--- config.mk ---
export PLATFORM = sky130hd
export DESIGN_NAME = sccb_reg_slave
export DESIGN_NICKNAME = d
export VERILOG_FILES = /design/src/rtl/sccb_reg_slave.sv
export SDC_FILE = /design/constraint.sdc
export NUM_CORES = 1
export LEC_CHECK = 0
export ABC_AREA = 1
export CELL_PAD_IN_SITES_DETAIL_PLACEMENT = 0
export CELL_PAD_IN_SITES_GLOBAL_PLACEMENT = 1
export CORE_MARGIN = 2
export CORE_UTILIZATION = 38
export CTS_BUF_LIST = sky130_fd_sc_hd__clkbuf_16
export DETAILED_ROUTE_END_ITERATION = 8
export MAX_ROUTING_LAYER = met4
export PLACE_DENSITY_LB_ADDON = 0.1
export SLEW_MARGIN = 40
export SYNTH_ARGS = -nofsm -noshare
export SYNTH_HDL_FRONTEND = slang
export SYNTH_SLANG_ARGS = --single-unit
--- constraint.sdc ---
create_clock -name clk_25M -period 1.8 [get_ports clk_25M]
set_input_delay 0.36 -clock clk_25M [delete_from_list [all_inputs] [get_ports clk_25M]]
set_output_delay 0.36 -clock clk_25M [all_outputs]
set_load 0.01 [all_outputs]
--- src/rtl/sccb_reg_slave.sv ---
// rtl/sccb_reg_slave.sv - SCCB/I2C target capturing 16-bit-address register writes as strobes
// Read path (RD/MACK states, rd_req/rd_addr/rd_data) is built only when SCCB_SLAVE_READ_EN is defined.
module sccb_reg_slave #(
    parameter logic [6:0] DEV_ADDR   = 7'h3C,
    parameter int         FILTER_LEN = 3
) (
    input  logic        clk_25M,
    input  logic        camera_rst,
    input  logic        i2c_sclk,
    input  logic        i2c_sdat_in,
    output logic        i2c_sdat_oe,
    output logic        wr_valid,
    output logic [15:0] wr_addr,
    output logic [7:0]  wr_data,
    output logic        rd_req,
    output logic [15:0] rd_addr,
    input  logic [7:0]  rd_data,
    output logic        busy,
    output logic [8:0]  wr_count
);

    localparam int CW = $clog2(FILTER_LEN + 1);

    // index 1 = SCL, index 0 = SDA; idle bus level is high
    logic [1:0]    sync1, sync2, filt, filt_d;
    logic [CW-1:0] flt_cnt [2];

    always_ff @(posedge clk_25M) begin
        if (camera_rst) begin
            sync1      <= 2'b11;
            sync2      <= 2'b11;
            filt       <= 2'b11;
            filt_d     <= 2'b11;
            flt_cnt[0] <= '0;
            flt_cnt[1] <= '0;
        end else begin
            sync1  <= {i2c_sclk, i2c_sdat_in};
            sync2  <= sync1;
            filt_d <= filt;
            for (int i = 0; i < 2; i++) begin
                if (sync2[i] == filt[i]) begin
                    flt_cnt[i] <= '0;
                end else if (flt_cnt[i] == CW'(FILTER_LEN - 1)) begin
                    filt[i]    <= sync2[i];
                    flt_cnt[i] <= '0;
                end else begin
                    flt_cnt[i] <= flt_cnt[i] + CW'(1);
                end
            end
        end
    end

    logic sda_f, scl_rise, scl_fall, start_c, stop_c;
    assign sda_f    = filt[0];
    assign scl_rise = filt[1] & ~filt_d[1];
    assign scl_fall = ~filt[1] & filt_d[1];
    assign start_c  = ~filt[0] & filt_d[0] & filt[1] & filt_d[1];
    assign stop_c   = filt[0] & ~filt_d[0] & filt[1] & filt_d[1];

    typedef enum logic [2:0] {IDLE, DEV, AH, AL, WR, RD, MACK, WAIT_STOP} state_t;
    state_t      state, ack_next;
    logic        ack_phase;
    logic [3:0]  bit_cnt;
    logic [7:0]  shreg;
    logic [15:0] addr;
`ifdef SCCB_SLAVE_READ_EN
    logic       addr_set;
    logic [1:0] rd_stage;
    logic       mack_ok;
`else
    logic unused_rd;
    assign unused_rd = ^rd_data;
    assign rd_req    = 1'b0;
    assign rd_addr   = 16'h0000;
`endif

    always_ff @(posedge clk_25M) begin
        if (camera_rst) begin
            state       <= IDLE;
            ack_next    <= IDLE;
            ack_phase   <= 1'b0;
            bit_cnt     <= 4'd0;
            shreg       <= 8'h00;
            addr        <= 16'h0000;
            i2c_sdat_oe <= 1'b0;
            wr_valid    <= 1'b0;
            wr_addr     <= 16'h0000;
            wr_data     <= 8'h00;
            busy        <= 1'b0;
            wr_count    <= 9'd0;
`ifdef SCCB_SLAVE_READ_EN
            addr_set    <= 1'b0;
            rd_stage    <= 2'd0;
            mack_ok     <= 1'b0;
            rd_req      <= 1'b0;
            rd_addr     <= 16'h0000;
`endif
        end else begin
            wr_valid <= 1'b0;
`ifdef SCCB_SLAVE_READ_EN
            rd_req   <= 1'b0;
`endif
            if (start_c) begin
                state       <= DEV;
                bit_cnt     <= 4'd0;
                ack_phase   <= 1'b0;
                i2c_sdat_oe <= 1'b0;
                busy        <= 1'b0;
`ifdef SCCB_SLAVE_READ_EN
                rd_stage    <= 2'd0;
`endif
            end else if (stop_c) begin
                state       <= IDLE;
                ack_phase   <= 1'b0;
                i2c_sdat_oe <= 1'b0;
                busy        <= 1'b0;
`ifdef SCCB_SLAVE_READ_EN
                rd_stage    <= 2'd0;
`endif
            end else if (ack_phase) begin
                // ACK slot ends on the falling edge after the 9th clock
                if (scl_fall) begin
                    ack_phase   <= 1'b0;
                    i2c_sdat_oe <= 1'b0;
                    bit_cnt     <= 4'd0;
                    state       <= ack_next;
`ifdef SCCB_SLAVE_READ_EN
                    if (ack_next == RD) begin
                        rd_req   <= 1'b1;
                        rd_addr  <= addr;
                        rd_stage <= 2'd1;
                    end
`endif
                end
            end else begin
                case (state)
                    DEV, AH, AL, WR: begin
                        if (scl_rise && bit_cnt < 4'd8) begin
                            shreg   <= {shreg[6:0], sda_f};
                            bit_cnt <= bit_cnt + 4'd1;
                            if (state == WR && bit_cnt == 4'd7) begin
                                wr_valid <= 1'b1;
                                wr_addr  <= addr;
                                wr_data  <= {shreg[6:0], sda_f};
                                addr     <= addr + 16'd1;
                                if (wr_count != 9'd511)
                                    wr_count <= wr_count + 9'd1;
                            end
                        end else if (scl_fall && bit_cnt == 4'd8) begin
                            ack_phase   <= 1'b1;
                            i2c_sdat_oe <= 1'b1;
                            case (state)
                                DEV: begin
                                    if (shreg == {DEV_ADDR, 1'b0}) begin
                                        ack_next <= AH;
                                        busy     <= 1'b1;
`ifdef SCCB_SLAVE_READ_EN
                                    end else if (addr_set && shreg == {DEV_ADDR, 1'b1}) begin
                                        ack_next <= RD;
                                        busy     <= 1'b1;
`endif
                                    end else begin
                                        ack_phase   <= 1'b0;
                                        i2c_sdat_oe <= 1'b0;
                                        state       <= WAIT_STOP;
                                    end
                                end
                                AH: begin
                                    addr[15:8] <= shreg;
                                    ack_next   <= AL;
                                end
                                AL: begin
                                    addr[7:0] <= shreg;
                                    ack_next  <= WR;
`ifdef SCCB_SLAVE_READ_EN
                                    addr_set  <= 1'b1;
`endif
                                end
                                default: ack_next <= WR;
                            endcase
                        end
                    end
`ifdef SCCB_SLAVE_READ_EN
                    RD: begin
                        // rd_data arrives one cycle after rd_req; first bit goes out once latched
                        if (rd_stage == 2'd1) begin
                            rd_stage <= 2'd2;
                        end else if (rd_stage == 2'd2) begin
                            shreg       <= rd_data;
                            i2c_sdat_oe <= ~rd_data[7];
                            bit_cnt     <= 4'd1;
                            rd_stage    <= 2'd0;
                        end else if (scl_fall) begin
                            if (bit_cnt < 4'd8) begin
                                i2c_sdat_oe <= ~shreg[6];
                                shreg       <= {shreg[6:0], 1'b0};
                                bit_cnt     <= bit_cnt + 4'd1;
                            end else begin
                                i2c_sdat_oe <= 1'b0;
                                state       <= MACK;
                            end
                        end
                    end
                    MACK: begin
                        if (scl_rise) begin
                            mack_ok <= ~sda_f;
                        end else if (scl_fall) begin
                            if (mack_ok) begin
                                addr     <= addr + 16'd1;
                                state    <= RD;
                                rd_req   <= 1'b1;
                                rd_addr  <= addr + 16'd1;
                                rd_stage <= 2'd1;
                            end else begin
                                state <= WAIT_STOP;
                                busy  <= 1'b0;
                            end
                        end
                    end
`endif
                    default: ;
                endcase
            end
        end
    end

endmodule

==> results.yml <==
run_status:
  outcome: "finished clean"
critical_path:
  path_cells: "buf_4 -> clkdlybuf4s50_1"
  endpoint: "wr_count[2]"
  max_stage_delay_ps: 540
  cp.depth: 2
  path_buf_inv: 2
  endpoint_kind: "output port"
  cp_max_fo: 5
  start_kind: "register"
  cp.arrival_ps: 1330
  critical-path-top-delay-family: "buffers and inverters"
  critPathKind: "register to output port"
  slowest_stage: "clkdlybuf4s50_1"
  cp_data_required_time_ps: 1440
  ff2ff_path_depth: 7
  rrSetupSlack_ps: 120
  r2r_start: "bit_cnt[0]"
  cp-startpoint: "wr_count[2]"
  reg2reg_to: "wr_addr[4]"
pwr:
  p_int_uw: 3131
  pwr-share-clk_pct: 48.9
  power_frac_comb_pct: 4.2
  switching_share_pct: 21.81
  p_leak_uw: 0.002104
  p_per_area_mw_per_mm2: 800.1
  p_sw_uw: 873.1
  peakVddDrop_uv: 688.1
  pwr-share-seq_pct: 47.0
routing:
  wl_per_cell_microns: 12.51
  wl_mm: 9.529
  drt_iter0_drc: 111
  antenna_left: 0
  dr.pass1.iters: 4
  via_count: 3592
  post_drt_via_cell_ratio: 4.714
  route.detailed.drc: 0
run:
  cap_violations: 0
global_route:
  grt_pass1_wl_mm: 16.04
  track_usage_pct: 17.99
  antenna_found_initial: 0
  grt_pass1_vias: 3344
  grt_max_degree: 37
  grt-ovfl-total: 0
finish:
  fill_cells: 1031
  drive_gt1_share_pct: 9.585
  synthToLayoutAreaGrowth_pct: 23.46
  nets: 640
  diodes: 0
  design_area_sq_mm: 0.005005
place:
  hpwl_mm: 6.962
  gp_congestion: 0.8232
  placed_area_sq_mm: 0.004671
  port_buffers: 39
yosys:
  yosysWarningCount: 0
  synthAdderAreaFrac_pct: 2.160
  syn-instance-count: 567
  synth_area_per_cell_sq_um: 7.150
  synth_seq_cells: 83
  synth_top_family_by_area: "simple AND/OR/NAND/NOR gates"
  synth_xor_area_share_pct: 1.728
  ys_seq_area_share_pct: 41.98
  synthMuxAreaShare_pct: 0
  netlist_area_sq_mm: 0.004054
  synth_edf_count: 4
  synth_ff_type: "dfxtp_1"
  yosysUniqueCellTypes: 33
  synth-simple-area-share_pct: 29.41
  synth_compound_area_share_pct: 13.83
  synthArstFlopShare_pct: 0
floorplanning:
  boundaryPins: 65
  core_area_sq_mm: 0.01032
  rows: 37
  die_w_microns: 107.3
  start_util_pct: 39.27
  die_h_microns: 107.3
  dieArea_sq_mm: 0.01151
timing:
  setup_viol: 0
  period_share_pct: 93.96
  fin_crit_ps: 1691
  fin_setup_tns_ps: 0
  rsz0062_at_grt: "no"
  hold_violations: 0
  skew_ps: 7.129
  max_freq_ghz: 0.5913
  maxSlewViolCount: 0
clock_network:
  clk_path_buf_depth: 2
  clk_pin_slew_ps: 60
  cts_max_level: 3
  clkSinkCount: 83
  cts-root-buf: "clkbuf_16"
  clock_latency_ps: 330
  cts-buffers-inserted: 9
  cts_tree: "built"
min_path:
  min_from: "sync1[1]"
  hold_path.class: "register to register"
metrics by stage:
step	power [uW]	hold slack (ps)	std cells	setup slack [ps]	utilization [%]
after floorplan	2060	389.5	586	139.5	-
after global placement	2086	398.7	746	125.7	45.24
after detailed placement	2087	402.9	746	104.7	45.24
after CTS	4059	424.4	762	85.65	48.31
after global routing	4153	442.0	762	12.55	48.48
final	4004	421.4	762	108.8	48.48
Yosys cell counts (3+ instances only):
cell,count,area (sq um)
a21oi_1,53,265.3
buf_2,5,25.02
buf_4,20,150.1
clkbuf_1,7,26.28
dfxtp_1,79,1582
edfxtp_1,4,120.1
ha_1,7,87.58
inv_1,54,202.7
inv_2,5,18.77
nand2_1,125,469.2
nand2_2,4,25.02
nand3_1,32,160.2
nand3_4,3,52.55
nand4_1,7,43.79
nor2_1,75,281.5
nor2_4,3,33.78
nor3_1,7,35.03
o21ai_0,48,240.2
or2_2,4,25.02
xnor2_1,3,26.28
xor2_1,5,43.79
layout by cell type (no fill, tap or decap), drive strengths merged:
cell type,n
edfxtp,4
clkdlybuf4s50,39
conb,21
clkbuf,9
dfxtp,79
a211oi,1
and3,1
ha,7
buf,18
clkinv,2
inv,60
o31ai,1
o21ai,49
nand3,37
nor2,80
bufinv,2
clkinvlp,2
xor2,5
o211ai,2
a21oi,53
xnor2,3
o21a,2
nand2,130
or2,4
nand4,7
nor3,8
registers in the layout, summed over array words and instances, names as in the netlist, 2 cells and up:
register	flops
filt	2
shreg	8
wr_count	9
flt_cnt	4
bit_cnt	4
filt_d	2
wr_data	8
sync1	2
ack_next	3
sync2	2
addr	16
wr_addr	16
state	3
how the worst min path moves through the flow:
stage,slack (ps),cells after the start,to
4_1_cts,420,1,sync2[1]
6_report,420,1,sync2[1]
2_1_floorplan,390,1,sync2[0]
5_1_grt,440,1,sync2[1]
3_5_place_dp,400,1,sync2[0]
3_3_place_gp,400,1,sync2[0]
area by class of cell:
cell class	count	area, sq um	area share (%)
Timing Repair Buffer	57	588.1	11.75
Multi-Input combinational cell	411	2002	40.00
Clock inverter	7	91.34	1.825
Sequential cell	83	1704	34.05
Tap cell	136	170.2	3.400
Clock buffer	9	225.2	4.500
Inverter	59	224.0	4.475
per-layer routing:
layer | up-vias | part of all wire (%) | GRT usage, %
met1 | 1631 | 48 | 22.97
met3 | 8 | 2.6 | 3.995
met4 | 0 | 0.61 | 3.711
li1 | 1903 | - | -
met2 | 50 | 48 | 29.43
met5 | - | 0 | -
logic make-up (layout without fill, tap and decap cells):
logic type               after synthesis  in the layout
AND/OR/NAND/NOR                      267            267
AO/OA/AOI/OAI                        108            108
buffers and inverters                 92            132
flip-flops                            83             83
XOR/XNOR                               8              8
adder cells (fa/ha/maj)                7              7
other                                  2             21
what timing repair did:
action,CTS,global route
buffers inserted,0,0
hold buffers,0,0
resized for setup,0,7
endpoints found under the setup margin,0,12
power groups by stage:
stage | clock [uW] | sequential [uW] | combinational (uW)
6_report | 1960 | 1880 | 167
3_3_place_gp | 0 | 1920 | 165
2_1_floorplan | 0 | 1920 | 143
5_1_grt | 2080 | 1880 | 190
3_5_place_dp | 0 | 1920 | 166
4_1_cts | 2010 | 1880 | 167
(Power assumes the default switching activity.)
